**src/rtl/interval_pkg.sv**
```systemverilog
// Shared types and constants for the interval histogram block.
package interval_pkg;

  typedef enum logic {FP, INT} mode_e;

  localparam int unsigned DEF_WIDTH = 16;
  localparam int unsigned DEF_NUM   = 8;
  localparam int unsigned DEF_CNT_W = 16;

  // IEEE half NaN: all-ones exponent with a non-zero mantissa.
  function automatic logic is_nan_h(input logic [15:0] x);
    return (x[14:10] == 5'h1F) && (x[9:0] != '0);
  endfunction

endpackage

```
**src/rtl/interval_ge_cmp.sv**
```systemverilog
// a >= b under either sign-magnitude float order or two's-complement order.
module interval_ge_cmp
  import interval_pkg::*;
#(
  parameter int unsigned WIDTH = DEF_WIDTH,
  parameter mode_e       MODE  = FP
) (
  input  logic [WIDTH-1:0] a_i,
  input  logic [WIDTH-1:0] b_i,
  output logic             ge_o
);

  logic [WIDTH-1:0] a_key;
  logic [WIDTH-1:0] b_key;
  logic             both_zero;

  // Negative floats are bit-inverted so larger magnitudes sort lower; -0/+0 are forced equal.
  always_comb begin
    a_key     = a_i[WIDTH-1] ? ~a_i : {1'b1, a_i[WIDTH-2:0]};
    b_key     = b_i[WIDTH-1] ? ~b_i : {1'b1, b_i[WIDTH-2:0]};
    both_zero = (a_i[WIDTH-2:0] == '0) && (b_i[WIDTH-2:0] == '0);
    if (MODE == INT) ge_o = ($signed(a_i) >= $signed(b_i));
    else             ge_o = both_zero || (a_key >= b_key);
  end

endmodule

```
**src/rtl/interval_hist.sv**
```systemverilog
// Classifies a sample stream into NUM intervals via a two-stage pipeline and keeps per-interval counts.
module interval_hist
  import interval_pkg::*;
#(
  parameter int unsigned WIDTH = DEF_WIDTH,
  parameter int unsigned NUM   = DEF_NUM,
  parameter mode_e       MODE  = FP,
  parameter int unsigned CNT_W = DEF_CNT_W,
  localparam int unsigned IDX_W  = $clog2(NUM),
  localparam int unsigned BIDX_W = (NUM > 2) ? $clog2(NUM-1) : 1
) (
  input  logic              clk_i,
  input  logic              rst_i,
  input  logic              in_valid_i,
  output logic              in_ready_o,
  input  logic [WIDTH-1:0]  s_i,
  input  logic              bnd_we_i,
  input  logic [BIDX_W-1:0] bnd_idx_i,
  input  logic [WIDTH-1:0]  bnd_data_i,
  output logic              out_valid_o,
  input  logic              out_ready_i,
  output logic [NUM-1:0]    interval_o,
  output logic [IDX_W-1:0]  idx_o,
  output logic              nan_o,
  input  logic              hist_clr_i,
  input  logic [IDX_W-1:0]  hist_sel_i,
  output logic [CNT_W-1:0]  hist_cnt_o
);

  logic [WIDTH-1:0] bnd_q [NUM-1];
  logic [NUM-2:0]   ge;
  logic             sample_nan;

  for (genvar k = 0; k < NUM - 1; k++) begin : g_cmp
    interval_ge_cmp #(.WIDTH(WIDTH), .MODE(MODE)) u_cmp (
      .a_i (s_i),
      .b_i (bnd_q[k]),
      .ge_o(ge[k])
    );
  end

  assign sample_nan = (MODE == FP) && is_nan_h(16'(s_i));

  logic             s1_valid_q;
  logic [NUM-2:0]   s1_ge_q;
  logic             s1_nan_q;
  logic             out_valid_q;
  logic [NUM-1:0]   interval_q;
  logic [IDX_W-1:0] idx_q;
  logic             nan_q;
  logic [CNT_W-1:0] cnt_q [NUM];
  logic [CNT_W-1:0] cnt_d [NUM];
  logic [CNT_W-1:0] hist_q;
  logic [CNT_W-1:0] hist_d;

  logic s2_adv, s1_adv, accept, hs;
  assign s2_adv = !out_valid_q || out_ready_i;
  assign s1_adv = !s1_valid_q || s2_adv;
  assign accept = in_valid_i && s1_adv;
  assign hs     = out_valid_q && out_ready_i;

  logic [NUM:0]     therm;
  logic [NUM-1:0]   interval_d;
  logic [IDX_W-1:0] idx_d;

  // Downward scan leaves the lowest set bit in idx_d, covering non-monotonic boundaries.
  always_comb begin
    therm      = {1'b0, s1_ge_q, 1'b1};
    interval_d = therm[NUM-1:0] ^ therm[NUM:1];
    if (s1_nan_q) interval_d = '0;
    idx_d = '0;
    for (int unsigned k = NUM; k > 0; k--) begin
      if (interval_d[k-1]) idx_d = IDX_W'(k - 1);
    end
  end

  always_comb begin
    for (int unsigned k = 0; k < NUM; k++) begin
      cnt_d[k] = cnt_q[k];
      if (hist_clr_i)                                cnt_d[k] = '0;
      else if (hs && interval_q[k] && cnt_q[k] != '1) cnt_d[k] = cnt_q[k] + 1'b1;
    end
    hist_d = (32'(hist_sel_i) < NUM) ? cnt_q[hist_sel_i] : '0;
  end

  always_ff @(posedge clk_i) begin
    if (rst_i) begin
      s1_valid_q  <= 1'b0;
      s1_ge_q     <= '0;
      s1_nan_q    <= 1'b0;
      out_valid_q <= 1'b0;
      interval_q  <= '0;
      idx_q       <= '0;
      nan_q       <= 1'b0;
      hist_q      <= '0;
      for (int unsigned k = 0; k < NUM; k++)     cnt_q[k] <= '0;
      for (int unsigned k = 0; k < NUM - 1; k++) bnd_q[k] <= '0;
    end else begin
      if (s1_adv) begin
        s1_valid_q <= accept;
        if (accept) begin
          s1_ge_q  <= ge;
          s1_nan_q <= sample_nan;
        end
      end
      if (s2_adv) begin
        out_valid_q <= s1_valid_q;
        if (s1_valid_q) begin
          interval_q <= interval_d;
          idx_q      <= idx_d;
          nan_q      <= s1_nan_q;
        end
      end
      if (bnd_we_i && 32'(bnd_idx_i) < NUM - 1) bnd_q[bnd_idx_i] <= bnd_data_i;
      for (int unsigned k = 0; k < NUM; k++) cnt_q[k] <= cnt_d[k];
      hist_q <= hist_d;
    end
  end

  assign in_ready_o  = s1_adv;
  assign out_valid_o = out_valid_q;
  assign interval_o  = interval_q;
  assign idx_o       = idx_q;
  assign nan_o       = nan_q;
  assign hist_cnt_o  = hist_q;

endmodule

```
**config.mk**
```make
export PLATFORM = sky130hd
export DESIGN_NAME = interval_hist
export DESIGN_NICKNAME = d
export VERILOG_FILES = /design/src/rtl/interval_pkg.sv /design/src/rtl/interval_ge_cmp.sv /design/src/rtl/interval_hist.sv
export SDC_FILE = /design/constraint.sdc
export NUM_CORES = 1
export LEC_CHECK = 0
export ABC_CLOCK_PERIOD_IN_PS = 3490
export CAP_MARGIN = 0
export CORE_MARGIN = 5
export CORE_UTILIZATION = 56
export CTS_CLUSTER_SIZE = 24
export DETAILED_ROUTE_END_ITERATION = 12
export PLACE_DENSITY = 0.78
export SLEW_MARGIN = 0
export SYNTH_ARGS = -nofsm -noshare
export SYNTH_HDL_FRONTEND = slang
export SYNTH_SLANG_ARGS = --single-unit
```
**constraint.sdc**
```tcl
create_clock -name clk_i -period 3.49 [get_ports clk_i]
set_input_delay 0.8725 -clock clk_i [delete_from_list [all_inputs] [get_ports clk_i]]
set_output_delay 0.8725 -clock clk_i [all_outputs]
set_load 0.05 [all_outputs]
```
==> out/results.ini <==
[run_status]
outcome = completed

[final_layout]
fin_cells = 2138
diodes = 0
syn_to_final_growth_pct = 14.1
drive_gt1_share_pct = 9.01
nNetsFinal = 1896
n_fill_cell = 2308
fin_util_pct = 64.4

[logic_synthesis]
synth.most_common_cell = nor2_1
synth_top_area_share_pct = 22.6
syn_nets = 1820
yosys-top-cells-area = dfxtp_1 23%, edfxtp_1 18%, ha_1 9.3%, xnor2_1 7.6%, nor2_1 5.9%
async_flop_share_pct = 0
ys_types = 75
ys.flop_type = dfxtp_1
netlist_area_um2 = 16100
yosys_warnings = 0
syn_inst = 1656
synth-edff-count = 96
synth_top_cells_by_count = 254 x nor2_1, 182 x dfxtp_1, 139 x xnor2_1
syn_avg_cell_area_um2 = 9.72
ys_ff_latch = 278
post-synth-top-area-cell = dfxtp_1
ys_seq_area_share_pct = 40.5

[drt]
route.detailed.drc = 0
viasPerCell = 6.14
wl_met1_mm = 18.8
routed_wl_mm = 44.3
drtIter0Drc = 1111
firstDrtPassIters = 6
wl_met3_mm = 3.04
ant_nets = 0
wl_per_cell_um = 20.7
vias = 13100
highest_layer = met4
wl_met2_mm = 20.4

[worst_setup_path]
end_kind = flop
ff2ff_setup_slack_ps = 920
required_ps = 3930
cp-start-kind = input pin
crit_type = input pin to flop
critPathMaxFanout = 7
crit_arrival_ps = 3640

[power_and_ir_drop]
internal_power_mw = 5.86
power_frac_comb_pct = 13.9
p_sw_mw = 2.05
cellPowerDensity_nw_per_um2 = 430
p_leak_nw = 6.45
ir_worst_vdd_v = 0.000295
swShare_pct = 25.9
pwr-share-seq_pct = 45.0
p_clk_share_pct = 41.0

[sta]
skew_ps = 11.1
rsz0062_at_grt = no
tightestPinTransition_ps = 1090
slew_violations = 0
clock.fmax_mhz = 313
slew_headroom_pct = 27.1
finalSetupViolations = 0
hold_viol_final = 0
setup_ws_ps = 293
layout_min_cycle_time_ps = 3200
finalCritPeriodShare_pct = 91.6

[floorplan]
ios = 74
initial_core_util_pct = 56.4
core_um2 = 28500
die_x_um = 180
die_y_um = 180
std_cell_rows = 62
die_area_um2 = 32200

[clocking]
cts_resized = 0
cts_sinks = 278
clock_latency_ps = 550
cts-root-buf = clkbuf_16
cts_buffers = 29
hold_buffers = 0
post_cts_buffers = 0
path_clk_slew_ps = 70
htreeDepth = 1
cts_tree = yes
cts_buffer_depth = 3

[grt]
grt_pass1_wl_mm = 69.5
grt_usage_pct = 26.5
grt_max_degree = 64
gr-total-overflow = 0
grt_pass1_vias = 12700
antenna_found_initial = 0

[place]
port_buffers = 73
dp.cells = 2085
hpwlAfterDp_mm = 32.2
gp_congestion = 0.973
post-place-ws_ps = -259

[flow_run]
cap_violations = 0

[worst_hold_path]
hold_class = flop to flop

state kept, by name (all words and copies together), names as in the netlist:
name	count
idx_o	3
interval_o	8
s1_valid_q	1
bnd_q	112
cnt_q	128
s1_nan_q	1
hist_cnt_o	16
s1_ge_q	7
nan_o	1
out_valid_o	1
per-layer routing:
metal  GRT usage (%)  vias up
met5               0        -
met4            11.3        0
met3            3.96      126
met2            43.7      521
met1            35.1     6282
li1                -     6206
layout by cell type (no fill, tap or decap), types with 7 or more instances in the layout:
cell type          n
a2111oi_0          8
a211o_1            7
a211oi_1          11
a21oi_1           58
and2_1            23
and3_1            20
and4_1            14
buf_4             48
clkbuf_16         31
clkdlybuf4s50_1   70
clkinv_2           8
dfxtp_1          182
edfxtp_1          96
ha_1             120
inv_1             28
mux2i_1           35
mux4_2            31
nand2_1           90
nand3_1           65
nand4_1           63
nor2_1           253
nor3_1            58
nor4_1            29
o2111ai_1         18
o211ai_1          16
o21ai_0           31
o21ai_1           13
or3_1             11
or4_1             11
xnor2_1          139
xor2_1            80
kinds of logic after synthesis:
group                      Yosys count  synth area share [%]
muxes                               67                  6.68
and+or+nand+nor                    670                  20.7
adders and majority gates          120                  9.33
DFF                                278                  40.5
xor gates and xnor gates           219                  11.9
buffers and inverters              106                  2.70
AOI/OAI and AO/OA                  196                  8.11
worst paths after layout:
path | depth (start not counted) | end | start
setup / recovery | 8 | s1_ge_q[1] | s_i[15]
hold / removal | 2 | idx_o[0] | idx_o[0]
setup reg to reg | 7 | s1_ge_q[4] | bnd_q[4][15]
hold reg to reg | 2 | idx_o[0] | idx_o[0]
power by group through the flow:
stage               registers [mW]  logic (mW)  clock network [mW]
floorplan                     3.59       0.726                   0
global placement              3.62        1.05                   0
detailed placement            3.63        1.08                   0
CTS                           3.56        1.09                3.28
global route                  3.57        1.21                3.43
finish                        3.56        1.10                3.24
critical path: stages:
cell and delay (ps):
clkdlybuf4s50_1 610, xor2_1 740, ha_1 390, nand4_1 140, a21oi_1 60, a2111oi_0 450, a21oi_1 120, o221a_2 240
final cells by class:
type	count	area, µm²	area share (%)
Timing Repair Buffer	122	1110	6.05
Tap cell	384	480	2.61
Multi-Input combinational cell	1272	9150	49.8
Clock inverter	17	190	1.03
Clock buffer	36	815	4.43
Inverter	29	109	0.592
Sequential cell	278	6530	35.5
stage by stage:
stage	TNS (ps)	hold WS, ps	power [mW]	cell area [µm²]
final	0	455	7.91	18400
after detailed placement	-1250	456	4.71	17400
after global placement	-750	447	4.67	17400
after global routing	0	491	8.21	18400
after CTS	0	462	7.93	18400
after floorplan	0	444	4.31	16100
Note: power is estimated with default switching activity, not from simulation.
==> edit 1, RTL diff (same flow settings) <==
Register the output `hist_cnt_o` once more; this adds one clock of latency there. The other outputs are not delayed to match.
--- a/src/rtl/interval_hist.sv
+++ b/src/rtl/interval_hist.sv
@@ -124,3 +124,5 @@
   assign nan_o       = nan_q;
-  assign hist_cnt_o  = hist_q;
+  always_ff @(posedge clk_i) begin
+    hist_cnt_o <= hist_q;
+  end
 
Function: changed (Yosys sat finds a counterexample within 10 cycles, from zero or initial values and one cycle with rst_i high).
==> edit 1 against the original RTL <==
- critical path depth up 1
- critical endpoint is now s1_ge_q[6]
- area after synthesis rose by 2.6%
- count of clock-buffer cells in the layout is 3 lower
- largest power group unchanged
- routed wire length increased by 1.2%
- maximum frequency is 7.6% lower
- sequential cell count rose by 16
- setup slack worse by 0.26 ns
- power is 4.7% higher
- sequential share of layout area up 0.87 points
- design area is 2.4% higher
- die area rose by 2.5%
==> edit 1: results (changes against the original RTL) <==
| Metric | Value |
|---|---|
| CTS clk-pin slew, worst paths | `0.07 ns (about the same)` |
| Clk_lat worst skew | `0.58 ns (+0.03 ns)` |
| Clk buf depth | `3 (unchanged)` |
| 1st-iter DRT viols | `1390 (+25%)` |
| Share of flip-flops with an asynchronous set or reset | `0 (unchanged)` |
| Number of cells on the worst hold path | `0 (-2)` |
| Vias in the first global route | `13100 (+2.8%)` |
| Reg2Reg Depth | `8 (+1)` |
| # resized after CTS | `0 (unchanged)` |
| Layout cell share with drive strength beyond 1 | `0.101 (+0.0109)` |
| Synth Warn # | `0 (unchanged)` |
| Post-CTS Setup Inserts | `0 (unchanged)` |
| Unique cell type count in the Yosys netlist | `75 (unchanged)` |
| CP max-delay cell | `xor2_1` |
| Area contributors post-synth | `dfxtp_1 (24%), edfxtp_1 (17%), ha_1 (9.1%)` |
| Post-detail-place hpwl | `32400 microns (+0.69%)` |
| Root buffer cell | `clkbuf_16` |
| Inst Count DP | `2098 (+0.62%)` |
| Comb. pwr | `1.09 mW` |
| Via density | `6.18 (+0.55%)` |
| Critical-path maximum fanout | `7 (unchanged)` |
| CP top delay family | `compound AO/OA/AOI/OAI gates` |
| WP data arrival | `3.92 ns (+0.28 ns)` |
| Initial DRT Pass Iterations | `5 (-1)` |
| Fin nets | `1911 (+0.79%)` |
| Clock Power Share | `0.417 (+0.007)` |
| Max-Slew Margin vs Limit | `0.280 (+0.00815)` |
| Top post-synthesis cells by count | `nor2_1 (235), dfxtp_1 (198), xnor2_1 (144), ha_1 (120), edfxtp_1 (96)` |
| Largest net degree at the start of global routing | `52 (-19%)` |
| CTS Buf Count | `31 (+6.9%)` |
| Status | `finished, final reports clean` |
| RD Place Congestion | `0.975 (+0.22%)` |
| Net Count, Synth | `1838 (+0.99%)` |
| EDFF count, synth | `96 (unchanged)` |
| FILL cells | `2270 (-1.6%)` |
| Final Non-Filler Cells | `2157 (+0.89%)` |
| Largest regs | `cnt_q: 128 flops, bnd_q: 112 flops` |
| Sequential area share after synthesis | `0.414 (+0.00892)` |
| Setup Skew | `0.0161 ns (+0.00500 ns)` |
| Gr usage total | `0.264 (-0.00160)` |
| Worst ir drop on vdd | `0.416 mV (+41%)` |
| Delay of the slowest cell on the worst path | `0.70 ns (-0.04 ns)` |
| Port bufs | `73 (unchanged)` |
| Sw Ratio | `0.268 (+0.00950)` |
| Fin Hold WS | `0.324 ns (-0.131 ns)` |
| Main power group | `registers` |
| DR WL/cell | `20.8 microns (+0.28%)` |
| Antenna violations before repair | `0 (unchanged)` |
| First-pass GRT wire length | `70300 microns (+1.2%)` |
| Worst reg-to-reg setup slack | `0.77 ns (-0.15 ns)` |
| Hold crit path type | `register to register` |
| H-tree level count | `1 (unchanged)` |
| P_leak | `6.59 nW (+2.2%)` |
| Syn Area/Cell | `9.87 sq um (+1.5%)` |
[edit 1: cell types whose count changed after synthesis, sizes merged, moves of 6 or more]
cell,change
a21oi,+19
nor2,-19
xor2,-17
dfxtp,+16
nor3,-14
or3,+12
o21ai,+9
nor4,+8
inv,+7
nand4,-7
nand3,-6
[edit 1: through the flow]
stage          total power, mW  setup TNS [ns]  area, sq um  worst slack, ns
2_1_floorplan             4.50               0        16500            0.151
3_3_place_gp              4.84           -1.20        17700           -0.198
3_5_place_dp              4.88           -1.94        17700           -0.408
4_1_cts                   8.32               0        18800            0.191
5_1_grt                   8.60               0        18800           0.0167
6_report                  8.28               0        18800           0.0299
[edit 1: worst paths after layout]
check / start / end
worst max-delay path: s_i[15] / s1_ge_q[6]
worst min-delay path: hist_q[6] / hist_cnt_o[6]
worst max register to register: bnd_q[6][15] / s1_ge_q[6]
worst min register to register: hist_q[6] / hist_cnt_o[6]
[edit 1: cell families after synthesis]
logic type / after synthesis / synth area share
buf+inv: 113 / 0.0290
mux: 67 / 0.0650
fa+ha+maj: 120 / 0.0908
xor+xnor: 207 / 0.110
flops: 294 / 0.414
compound gates: 229 / 0.0924
simple gates: 644 / 0.199
[edit 1: layout make-up]
cell class	instances	area share
multi-input combinational	1267	0.489
sequential	294	0.364
timing repair buffer	117	0.0564
clock buffer	33	0.0439
tap	384	0.0255
clock inverter	25	0.0139
inverter	36	0.00718
antenna	1	0.000133
[edit 1: per-layer routing]
layer / global-route usage / wire [microns] / up-vias
met5: 0 / 0 / -
met1: 0.345 / 18600 / 6374
met3: 0.0360 / 2980 / 136
met4: 0.108 / 2010 / 0
li1: - / - / 6274
met2: 0.443 / 21200 / 540
==> edit 2, RTL diff (same settings) <==
Without the edit above. Set the package constant `DEF_NUM` to 4 (it was 8).
--- a/src/rtl/interval_pkg.sv
+++ b/src/rtl/interval_pkg.sv
@@ -6,3 +6,3 @@
   localparam int unsigned DEF_WIDTH = 16;
-  localparam int unsigned DEF_NUM   = 8;
+  localparam int unsigned DEF_NUM   = 4;
   localparam int unsigned DEF_CNT_W = 16;
Interface: changed (resized bnd_idx_i, hist_sel_i, idx_o and interval_o); port bits go from 74 to 67. The function was not compared with the original's and may differ.
==> edit 2 against the original RTL <==
- critical path depth rose by 1
- count of clock-buffer cells in the layout is 7 lower
- design area fell by 49%
- register-to-register slack gained 0.09 ns
- area after synthesis decreased by 51%
- setup slack better by 0.24 ns
- first-iteration DRC count shrank 36%
- routed wire length down 54%
- synthesized cell count decreased by 53%
- sequential cell count shrank 137
- power decreased by 48%
- critical path type unchanged
- largest cell class unchanged
- largest power group unchanged
- highest routed layer unchanged
==> edit 2: results (changes against the original RTL) <==
| Metric | Value |
|---|---|
| P_leak | `3.33 nW (-48%)` |
| Delay of the slowest cell on the worst path | `0.56 ns (-0.18 ns)` |
| Critical-path maximum fanout | `6 (-1)` |
| Xor and xnor area share after synthesis | `0.114 (-0.00510)` |
| Via density | `6.09 (-0.92%)` |
| Sequential area share after synthesis | `0.418 (+0.0122)` |
| Worst ir drop on vdd | `0.348 mV (+18%)` |
| Net Count, Synth | `872 (-52%)` |
| Status | `finished, final reports clean` |
| Drt total wl | `20600 microns (-54%)` |
| Hold Startpoint | `s1_valid_q` |
| Most flop-heavy register | `cnt_q` |
| Area contributors post-synth | `dfxtp_1 (24%), edfxtp_1 (18%), xnor2_1 (8.3%)` |
| Post-detail-place hpwl | `15200 microns (-53%)` |
| Tcrit/Tclk final | `0.847 (-0.0689)` |
| First-pass GRT wire length | `32600 microns (-53%)` |
| Initial DRT Pass Iterations | `5 (-1)` |
| Placed cell area | `0.00880 sq mm (-49%)` |
| Worst reg2reg path startpoint | `bnd_q[0][15]` |
| RD Place Congestion | `0.900 (-7.5%)` |
| Mux share of post-synthesis cell area | `0.0481 (-0.0187)` |
| Critical Path Sink | `s1_ge_q[2]` |
| Top post-synthesis cells by count | `dfxtp_1 (93), xnor2_1 (75), nor2_1 (67), and2_1 (52), ha_1 (52)` |
| Dpl ws | `0.132 ns (+0.391 ns)` |
| H-tree level count | `4 (+3)` |
| Vias in the first global route | `6146 (-52%)` |
| Worst reg-to-reg setup slack | `1.01 ns (+0.09 ns)` |
| Count leader, synth | `dfxtp_1` |
| Fin nets | `937 (-51%)` |
| CP top delay family | `compound AO/OA/AOI/OAI gates` |
| Layout cell share with drive strength beyond 1 | `0.0982 (+0.00817)` |
| Max-Slew Margin vs Limit | `0.315 (+0.0436)` |
| Adder-Cell Fraction of Synth Area | `0.0822 (-0.0110)` |
| Unique cell type count in the Yosys netlist | `59 (-21%)` |
| Max reg flops | `64 (-50%)` |
| CP max-delay cell | `clkdlybuf4s50_1` |
| Setup Skew | `0.00850 ns (-0.00265 ns)` |
| EDFF count, synth | `48 (-50%)` |
| R2r endpoint | `s1_ge_q[0]` |
| Compound-Gate Fraction of Synth Area | `0.0826 (+0.00142)` |
| Clk_lat worst skew | `0.43 ns (-0.12 ns)` |
| Share of flip-flops with an asynchronous set or reset | `0 (unchanged)` |
| CTS Buf Count | `17 (-41%)` |
| Port bufs | `66 (-9.6%)` |
| WP data arrival | `3.26 ns (-0.38 ns)` |
| Final antenna diode count | `0 (unchanged)` |
| Reg2Reg Depth | `7 (unchanged)` |
| Gr usage total | `0.253 (-0.0119)` |
| Largest net degree at the start of global routing | `59 (-7.8%)` |
| Clk buf depth | `2 (-1)` |
| 1st-iter DRT viols | `711 (-36%)` |
## edit 2: kinds of logic (layout without fill, tap and decap cells)
kind of cell / count (synthesis) / count (layout)
and+or+nand+nor: 315 / 315
DFF: 141 / 141
xor gates and xnor gates: 103 / 103
AOI/OAI and AO/OA: 101 / 101
adders and majority gates: 52 / 52
buffers and inverters: 48 / 125
muxes: 18 / 18
## edit 2: power breakdown
group	switching [mW]	internal [mW]	total, mW
registers	0.0564	1.75	1.81
logic	0.294	0.257	0.551
clock network	0.663	1.11	1.77
total	1.01	3.12	4.13
## edit 2: worst min-delay path by stage
stage	to	slack, ns
final	out_valid_o	0.51
after global routing	cnt_q[2][15]	0.55
after CTS	cnt_q[2][15]	0.51
after detailed placement	cnt_q[2][15]	0.50
after global placement	idx_o[1]	0.47
after floorplan	out_valid_o	0.45
## edit 2: area by class of cell
cell class / instances / area, sq um
Fill cell: 1073 / 4500
Multi-Input combinational cell: 589 / 4420
Sequential cell: 141 / 3300
Timing Repair Buffer: 82 / 803
Clock buffer: 29 / 574
Tap cell: 180 / 225
Inverter: 12 / 45.0
Clock inverter: 2 / 15.0
## edit 2: per-stage QoR
step / hold slack (ns) / utilization / cells
after floorplan: 0.452 / - / 778
after CTS: 0.508 / 0.676 / 1035
after global routing: 0.553 / 0.676 / 1035
final: 0.505 / 0.676 / 1035
after global placement: 0.468 / 0.634 / 1004
after detailed placement: 0.500 / 0.634 / 1004
## edit 2: per-layer routing
metal	track usage	wire [microns]	up-vias
met5	0	0	-
met4	0.0791	348	0
met3	0.0448	1680	29
met2	0.375	9130	263
met1	0.379	9400	3046
li1	-	-	2962
## edit 2: tightest hold or removal path: stages, from the launching register on
cell and delay (ns):
dfxtp_1 0.35, a21oi_1 0.05, nor2_1 0.07
